<file path="src/rtl/matrix_seq_ctrl.sv">
// matrix_seq_ctrl
// Upstream driver for the 8x8 matrix display stage. Generates the display
// column-scan strobe (CE) and the 4-bit symbol code (SEQ). The host fills
// a 16-entry message buffer; playback steps through it, holding each symbol
// for HOLD_FRAMES display frames, either once or looping.
//
// Ports
//   clk        system clock
//   rst        asynchronous reset, active low
//   wr_en      message buffer write strobe
//   wr_addr    buffer entry index
//   wr_data    symbol code written to the buffer
//   msg_len    message length 1..16 (values above 16 clamp), sampled on start
//   loop       1 = wrap to entry 0 after the last entry, sampled on start
//   start      pulse: begin / restart playback at entry 0
//   stop       pulse: abort playback (wins over start)
//   CE         one-clk pulse every PRESCALE clks
//   SEQ        current symbol code
//   busy       high while playing
//   frame_end  high with the CE pulse that closes a display frame
//   done       one-clk pulse when one-shot playback completes
//
// state  | meaning
// -------+------------------------------------------------------------
// S_IDLE | no playback; SEQ holds its last value
// S_RUN  | stepping through the buffer, one symbol per HOLD_FRAMES frames

module matrix_seq_ctrl #(
    parameter int PRESCALE    = 50000,
    parameter int HOLD_FRAMES = 125
) (
    input  logic       clk,
    input  logic       rst,
    input  logic       wr_en,
    input  logic [3:0] wr_addr,
    input  logic [3:0] wr_data,
    input  logic [4:0] msg_len,
    input  logic       loop,
    input  logic       start,
    input  logic       stop,
    output logic       CE,
    output logic [3:0] SEQ,
    output logic       busy,
    output logic       frame_end,
    output logic       done
);

    localparam int PW = $clog2(PRESCALE);
    localparam int FW = $clog2(HOLD_FRAMES + 1);

    typedef enum logic {S_IDLE, S_RUN} state_t;

    state_t          state, state_n;
    logic [PW-1:0]   presc;
    logic [2:0]      phase;
    logic            tick;
    logic [FW-1:0]   frame_cnt;
    logic [3:0]      index;
    logic [4:0]      len_q;
    logic            loop_q;
    logic [3:0]      mem [16];

    logic            start_ok;
    logic [4:0]      len_eff;
    logic            hold_end;
    logic            last;
    logic            finish;

    // Prescaler and column phase run in every state so the phase stays
    // locked to the display's own column counter.
    assign tick = (presc == PW'(PRESCALE - 1));

    always_ff @(posedge clk or negedge rst) begin
        if (!rst) begin
            presc     <= '0;
            phase     <= 3'd0;
            CE        <= 1'b0;
            frame_end <= 1'b0;
        end else begin
            presc     <= tick ? '0 : presc + PW'(1);
            CE        <= tick;
            // phase advances when the display consumes CE, so during a CE
            // pulse it still names the column being closed.
            frame_end <= tick && (phase == 3'd7);
            if (CE)
                phase <= phase + 3'd1;
        end
    end

    always_ff @(posedge clk) begin
        if (wr_en)
            mem[wr_addr] <= wr_data;
    end

    assign start_ok = start && !stop && (msg_len != 5'd0);
    assign len_eff  = (msg_len > 5'd16) ? 5'd16 : msg_len;
    assign hold_end = frame_end && (frame_cnt == FW'(HOLD_FRAMES - 1));
    assign last     = ({1'b0, index} == (len_q - 5'd1));

    always_ff @(posedge clk or negedge rst) begin
        if (!rst)
            state <= S_IDLE;
        else
            state <= state_n;
    end

    always_comb begin
        state_n = state;
        case (state)
            S_IDLE: if (start_ok) state_n = S_RUN;
            S_RUN: begin
                if (stop)
                    state_n = S_IDLE;
                else if (start_ok)
                    state_n = S_RUN;
                else if (hold_end && last && !loop_q)
                    state_n = S_IDLE;
            end
            default: state_n = S_IDLE;
        endcase
    end

    always_comb begin
        busy   = (state == S_RUN);
        finish = (state == S_RUN) && !stop && !start_ok && hold_end && last && !loop_q;
    end

    // SEQ changes on the same edge that consumes frame_end; the display
    // therefore shows each new symbol one frame later.
    always_ff @(posedge clk or negedge rst) begin
        if (!rst) begin
            frame_cnt <= '0;
            index     <= 4'd0;
            len_q     <= 5'd0;
            loop_q    <= 1'b0;
            SEQ       <= 4'd0;
            done      <= 1'b0;
        end else begin
            done <= finish;
            if (start_ok) begin
                frame_cnt <= '0;
                index     <= 4'd0;
                len_q     <= len_eff;
                loop_q    <= loop;
                SEQ       <= mem[0];
            end else if ((state == S_RUN) && !stop && frame_end) begin
                if (hold_end) begin
                    frame_cnt <= '0;
                    if (!last) begin
                        index <= index + 4'd1;
                        SEQ   <= mem[index + 4'd1];
                    end else if (loop_q) begin
                        index <= 4'd0;
                        SEQ   <= mem[0];
                    end
                end else begin
                    frame_cnt <= frame_cnt + FW'(1);
                end
            end
        end
    end

endmodule
</file>
<file path="config.mk">
export PLATFORM = sky130hd
export DESIGN_NAME = matrix_seq_ctrl
export DESIGN_NICKNAME = d
export VERILOG_FILES = /design/src/rtl/matrix_seq_ctrl.sv
export SDC_FILE = /design/constraint.sdc
export NUM_CORES = 1
export LEC_CHECK = 0
export ABC_AREA = 1
export BUFFER_PORTS_ARGS = -buffer_cell sky130_fd_sc_hd__buf_2
export CAP_MARGIN = 10
export CORE_ASPECT_RATIO = 0.6
export CORE_MARGIN = 2
export CORE_UTILIZATION = 57
export CTS_BUF_LIST = sky130_fd_sc_hd__clkbuf_2
export CTS_CLUSTER_DIAMETER = 150
export DETAILED_ROUTE_END_ITERATION = 16
export PLACE_DENSITY = 0.78
export SETUP_SLACK_MARGIN = 0.4
export SLEW_MARGIN = 20
export SYNTH_ARGS = -nofsm -noshare
export SYNTH_HDL_FRONTEND = slang
export SYNTH_SLANG_ARGS = --single-unit
</file>
<file path="constraint.sdc">
create_clock -name clk -period 1.55 [get_ports clk]
set_input_delay 0.0775 -clock clk [delete_from_list [all_inputs] [get_ports clk]]
set_output_delay 0.0775 -clock clk [all_outputs]
set_load 0.02 [all_outputs]
</file>
==> results.sh, run 1 <==
export IMPL_cts_made_buffers=9
export IMPL_worstPathRequired_ns=2.14
export IMPL_syn_nets=606
export IMPL_ant_nets=0
export IMPL_crit_type="register to register"
export IMPL_clock_fmax_mhz=553
export IMPL_place_gp_congestion=0.877
export IMPL_failed_checks="setup timing"
export IMPL_die_width_um=128
export IMPL_slowest_stage="dfrtp_1"
export IMPL_worstPathCellList="inv_2 -> ha_4 -> nand2_1 -> nand2_2 -> nor2_4 -> nand3_4 -> nor2_4 -> nand4_1 -> nor3_2"
export IMPL_maxSlewViolCount=0
export IMPL_insertion_delay_ns=0.64
export IMPL_core_area_um2=9050
export IMPL_critPathLaunchType="register"
export IMPL_tritoncts="yes"
export IMPL_postSynthAreaPerCell_um2=9.03
export IMPL_antenna_found_initial=0
export IMPL_end_kind="register"
export IMPL_drc=0
export IMPL_ios=27
export IMPL_rsz0062_at_grt="true"
export IMPL_ys_ff_latch=108
export IMPL_p_sw_frac=0.393
export IMPL_clkPwrFrac=0.149
export IMPL_reg2reg_slack_ns=-0.26
export IMPL_grt_max_degree=45
export IMPL_setup_violations=24
export IMPL_grtUsageTotal=0.276
export IMPL_slew_limit_headroom=0.736
export IMPL_dr_total_vias=4648
export IMPL_dp_final_hpwl_um=7830
export IMPL_seq_power_share=0.425
export IMPL_dr_pass1_iters=5
export IMPL_p_leak_uw=0.00321
export IMPL_skew_ns=0.0473
export IMPL_n_fill_cell=534
export IMPL_rows=27
export IMPL_totalWireLength_um=14800
export IMPL_finalWorstPathRequiredPeriod_ns=1.81
export IMPL_yosysUniqueCellTypes=36
export IMPL_cp_arrival_ns=2.40
export IMPL_worst_pin_slew_ns=0.394
export IMPL_intPower_uw=4830
export IMPL_grt_overflow=0
export IMPL_via_per_inst=5.72
export IMPL_vdd_ir_drop_max_mv=0.811
export IMPL_setup_tns_ns=-3.51
export IMPL_cp_max_fo=2
export IMPL_drive_gt1_frac=0.323
export IMPL_yosys_top_cells_area="edfxtp_1 (37%), dfrtp_1 (21%), nand2_1 (11%)"
export IMPL_yosysTopAreaCellShare=0.367
export IMPL_start_util=0.579
export IMPL_io_buffer_count=26
export IMPL_wl_per_cell_um=18.2
export IMPL_dieArea_um2=10000
export IMPL_power_switching_uw=3120
export IMPL_clkTransAtPathRegs_ns=0.31
export IMPL_yosysWarnings=0
export IMPL_root_buffer="clkbuf_2"
export IMPL_syn_area_um2=5240
export IMPL_yosysSeqAreaShare=0.577
export IMPL_grt_pass1_wl_um=20900
export IMPL_critPathMostFrequentCell="nor2_4"
export IMPL_p_per_area_nw_per_um2=1160
export IMPL_slowest_delay_ns=0.46
export IMPL_outcome="finished, violations left"
export IMPL_comb_power_share=0.426
export IMPL_drv_cap=0
export IMPL_synth_largest_area_cell="edfxtp_1"
export IMPL_syn_inst=580
export IMPL_htree_levels=3
export IMPL_diodes=0
export IMPL_fin_ws_ns=-0.260
export IMPL_min_path_type="primary input to register"
export IMPL_finalNetCount=718
export IMPL_cts_path_max_buffers=2
export IMPL_area_growth_synth_to_final_pct=31.1
export IMPL_hold_viol=0
export IMPL_drt_iter0_markers=633
export IMPL_p_total_uw=7950
export IMPL_die_y_um=78.3
export IMPL_dp_slack_ns=-0.141
export IMPL_cts_sinks=108
export IMPL_timing_final_crit_share=1.17
export IMPL_grt_pass1_vias=4375
==> cells in the mapped netlist <==
cell type  number
nor4_1          2
o21bai_1        2
or2_0           1
a21oi_1         8
inv_1          97
dfrtp_1        44
nor2_4          1
nor2_2          2
nand2_4         1
nand2_1       157
nand3_2         1
nand3b_1        1
nand2_2         5
o21ai_0         8
o21ai_1         6
buf_4           3
nor2_1         43
o22ai_1         2
xor2_2          1
xnor2_2         1
inv_4           2
nor3_4          1
buf_2           8
xor2_1         11
inv_2           4
nor3_1          7
nand4_1         6
edfxtp_1       64
o21a_1          2
nor3b_2         1
nor4_2          1
o21ai_4         1
ha_1            7
nand3_1        76
mux2_2          2
a31oi_1         1
==> stage by stage <==
stage | cell area [um2] | hold WS, ns | utilization | instances
after CTS | 6490 | 0.0146 | 0.717 | 792
final | 6870 | 0.0246 | 0.759 | 813
after detailed placement | 5680 | 0.0690 | 0.628 | 727
after floorplan | 5320 | -0.218 | - | 580
after global routing | 6870 | 0.0360 | 0.759 | 813
after global placement | 5680 | 0.0692 | 0.628 | 727
==> critical path, delay by kind of cell, from the launching register on <==
family                   cells  cell delay, ns
buffers and inverters        1            0.09
adder cells (fa/ha/maj)      1            0.22
AND/OR/NAND/NOR              7            1.02
flip-flops                   1            0.46
==> state kept, by name, indices dropped and copies added, names as in the netlist, 3 cells and up <==
register and count:
SEQ 4, frame_cnt 7, index 4, len_q 5, mem 64, phase 3, presc 16
==> layout make-up <==
type                    count  area [um2]  share of cell area
well taps                 116         145              0.0211
inverters                 103         402              0.0585
repair inverters            1        7.51             0.00109
repair buffers            110         980               0.143
multi-input cells         359        2210               0.322
flip-flops and latches    108        3030               0.441
clock inverters             6        46.3             0.00674
clock buffers              10        50.0             0.00729
==> power groups by stage <==
| stage | combinational, uW | sequential (uW) | clock, uW |
|---|---|---|---|
| floorplan | 1640 | 3400 | 0 |
| global placement | 2310 | 3380 | 0 |
| detailed placement | 2380 | 3380 | 0 |
| CTS | 2960 | 3350 | 1180 |
| global route | 3590 | 3390 | 1300 |
| finish | 3380 | 3380 | 1190 |
==> worst paths after layout <==
path,from,to,cells past startpoint
setup / recovery,len_q[0],done,9
hold / removal,wr_en,mem[7][1],3
setup reg to reg,len_q[0],done,9
hold reg to reg,busy,busy,1
max in group asynchronous,rst,presc[15],4
min in group asynchronous,rst,loop_q,4
==> per-layer routing <==
metal  vias up  global-route usage  wire [um]
met5         -                   0          0
met4         0               0.103        503
met3        54              0.0736       1500
met2       302               0.436       6890
met1      2211               0.369       5920
li1       2081                   -          -
==> cells in the final DEF (no fill, tap or decap), types with 3 or more instances in the layout <==
cell type	n
nand3_1	55
buf_4	45
a21oi_2	6
buf_12	5
xor2_2	3
nor2_4	10
nor2_1	28
buf_2	18
nand2_2	16
nand2_1	141
inv_1	83
nor3_1	4
o21ai_0	5
ha_4	5
nor4_4	3
o21ai_1	8
nand2_4	7
dfrtp_2	4
inv_4	3
xor2_1	9
inv_2	16
nand3_2	20
edfxtp_1	64
nand4_1	6
clkbuf_2	10
dlygate4sd3_1	17
dfrtp_1	40
buf_6	25
nor2_2	8
==> logic make-up after synthesis <==
family	synth area share
simple gates	0.257
xor+xnor	0.0246
fa+ha+maj	0.0167
buf+inv	0.0867
flops	0.577
mux	0.00430
compound gates	0.0334
==> timing repair <==
action / in CTS / in global routing
endpoints found under the setup margin: 41 / 47
gates cloned: 2 / 0
hold endpoints to repair: 144 / 0
hold buffers: 17 / 0
resized for setup: 78 / 61
buffers inserted: 30 / 21
pin swaps: 22 / 23
Power figures use the tool's default switching activity.
==> run 2, diff against run 1 <==
==> constraint.sdc (replaced) <==
create_clock -name clk -period 1.55 [get_ports clk]
set_input_delay 0.2325 -clock clk [delete_from_list [all_inputs] [get_ports clk]]
set_output_delay 0.2325 -clock clk [all_outputs]
set_load 0.02 [all_outputs]
==> results.sh, run 2 (synthesis gave the netlist of run 1 again) <==
export IMPL_outcome="finished, violations left"
export IMPL_failed_checks="setup timing"
export IMPL_rows=27
export IMPL_cp_max_fo=8
export IMPL_n_fill_cell=577
export IMPL_fin_ws_ns=-0.269
export IMPL_dp_slack_ns=-0.157
export IMPL_top_layer_used="met4"
export IMPL_final_common_cell="nand2_1"
export IMPL_met2WireLength_um=7010
export IMPL_largest_reg_flops=64
export IMPL_drt_met1_wl_um=5720
export IMPL_setup_violations=17
export IMPL_tritoncts="yes"
export IMPL_grt_overflow=0
export IMPL_grt_max_degree=45
export IMPL_clkTransAtPathRegs_ns=0.30
export IMPL_multi_input_area_um2=2180
export IMPL_top_regs="mem: 64 flops, presc: 16 flops, frame_cnt: 7 flops"
export IMPL_wl_met3_um=1280
export IMPL_fin_cells=806
export IMPL_die_width_um=128
export IMPL_cts_path_max_buffers=2
export IMPL_totalWireLength_um=14600
export IMPL_via_per_inst=5.66
export IMPL_p_per_area_nw_per_um2=1110
export IMPL_antenna_found_initial=0
export IMPL_rsz0062_at_grt="true"
export IMPL_start_util=0.579
export IMPL_ios=27
export IMPL_timing_final_crit_share=1.17
export IMPL_grt_pass1_vias=4192
export IMPL_place_gp_congestion=0.881
export IMPL_end_kind="register"
export IMPL_htree_levels=3
export IMPL_drive_gt1_frac=0.308
export IMPL_area_growth_synth_to_final_pct=29.2
export IMPL_cts_sinks=108
export IMPL_vdd_ir_drop_max_mv=0.655
export IMPL_core_area_um2=9050
export IMPL_skew_ns=0.0310
export IMPL_insertion_delay_ns=0.62
export IMPL_hold_viol=0
export IMPL_root_buffer="clkbuf_2"
export IMPL_grtUsageTotal=0.268
export IMPL_min_path_type="primary input to async pin"
export IMPL_drv_cap=0
export IMPL_finalWorstPathRequiredPeriod_ns=1.82
export IMPL_worst_pin_slew_ns=0.422
export IMPL_finalNetCount=710
export IMPL_clock_fmax_mhz=550
export IMPL_drc=0
export IMPL_cp_arrival_ns=2.41
export IMPL_slew_limit_headroom=0.718
export IMPL_worstPathRequired_ns=2.15
export IMPL_drt_iter0_markers=561
export IMPL_largest_register="mem"
export IMPL_dpl_cell_count=731
export IMPL_dp_final_hpwl_um=8240
export IMPL_ant_nets=0
export IMPL_maxSlewViolCount=0
export IMPL_regArea_um2=3030
export IMPL_p_leak_uw=0.00312
export IMPL_dieArea_um2=10000
export IMPL_critPathLaunchType="register"
export IMPL_wl_per_cell_um=18.1
export IMPL_grt_pass1_wl_um=20500
export IMPL_cts_made_buffers=9
export IMPL_die_y_um=78.3
export IMPL_layout_common_cells="nand2_1 (138), inv_1 (84), nand3_1 (65)"
export IMPL_crit_type="register to register"
export IMPL_io_buffer_count=26
export IMPL_dr_total_vias=4562
export IMPL_dr_pass1_iters=5
[run 2: cell count changes in the layout (fill, tap and decap cells not counted), sizes merged]
cell,previous run,this run
clkinv,3,5
diode,0,1
clkinvlp,2,0
dlygate4sd3,17,14
buf,93,89
clkbuf,10,9
[run 2: per-layer routing]
metal	up-vias	global-route usage
met5	-	0
met4	0	0.105
met3	57	0.0566
met2	276	0.420
met1	2167	0.371
li1	2062	-
[run 2: final timing paths]
check                        startpoint  cells after the start      endpoint  slack (ns)
max                            index[0]                     10        SEQ[2]       -0.27
max reg2reg                    index[0]                     10        SEQ[2]       -0.27
min in group clk             wr_addr[2]                      3     mem[7][0]        0.13
max in group asynchronous           rst                      3      presc[2]        1.23
min reg2reg                frame_cnt[3]                      1  frame_cnt[3]        0.54
min                                 rst                      3      len_q[2]        0.06
[run 2: through the flow]
stage / setup TNS [ns] / hold slack [ns] / power, uW / cell area [um2] / util
after CTS: -1.07 / 0.0395 / 7090 / 6400 / 0.707
after global routing: -3.81 / 0.0586 / 7850 / 6770 / 0.748
after global placement: -0.450 / 0.225 / 5670 / 5700 / 0.629
final: -2.24 / 0.0635 / 7520 / 6770 / 0.748
after floorplan: 0 / -0.0631 / 5040 / 5320 / -
after detailed placement: -0.885 / 0.226 / 5730 / 5700 / 0.629
[run 2: report_power, final]
group	internal [uW]	switching, uW	leakage (uW)
Combinational	1180	1770	0.00190
Clock	225	964	0.0000619
Sequential	3200	178	0.00115
[run 2: worst max-delay path, stage by stage, from the launching register on]
cell and delay [ns]:
dfrtp_1 0.51, ha_4 0.35, buf_6 0.14, nand3_1 0.08, nand3_1 0.11, nand3_1 0.15
nand2_1 0.13, inv_1 0.05, nand2_1 0.08, nand3_2 0.10, nand2_1 0.08
[run 2: final cells by class]
class | count | area share
Timing Repair Buffer | 103 | 0.134
Sequential cell | 108 | 0.447
Antenna cell | 1 | 0.000370
Multi-Input combinational cell | 359 | 0.322
Inverter | 103 | 0.0597
Clock inverter | 7 | 0.00758
Tap cell | 116 | 0.0214
Clock buffer | 9 | 0.00665
[run 2: repair_timing]
item | CTS | global route
endpoints found under the setup margin | 41 | 46
setup buffers | 28 | 15
gates resized for setup | 66 | 71
hold buffers | 15 | 0
cloned | 1 | 0
hold endpoints to repair | 102 | 0
pin swaps | 30 | 32
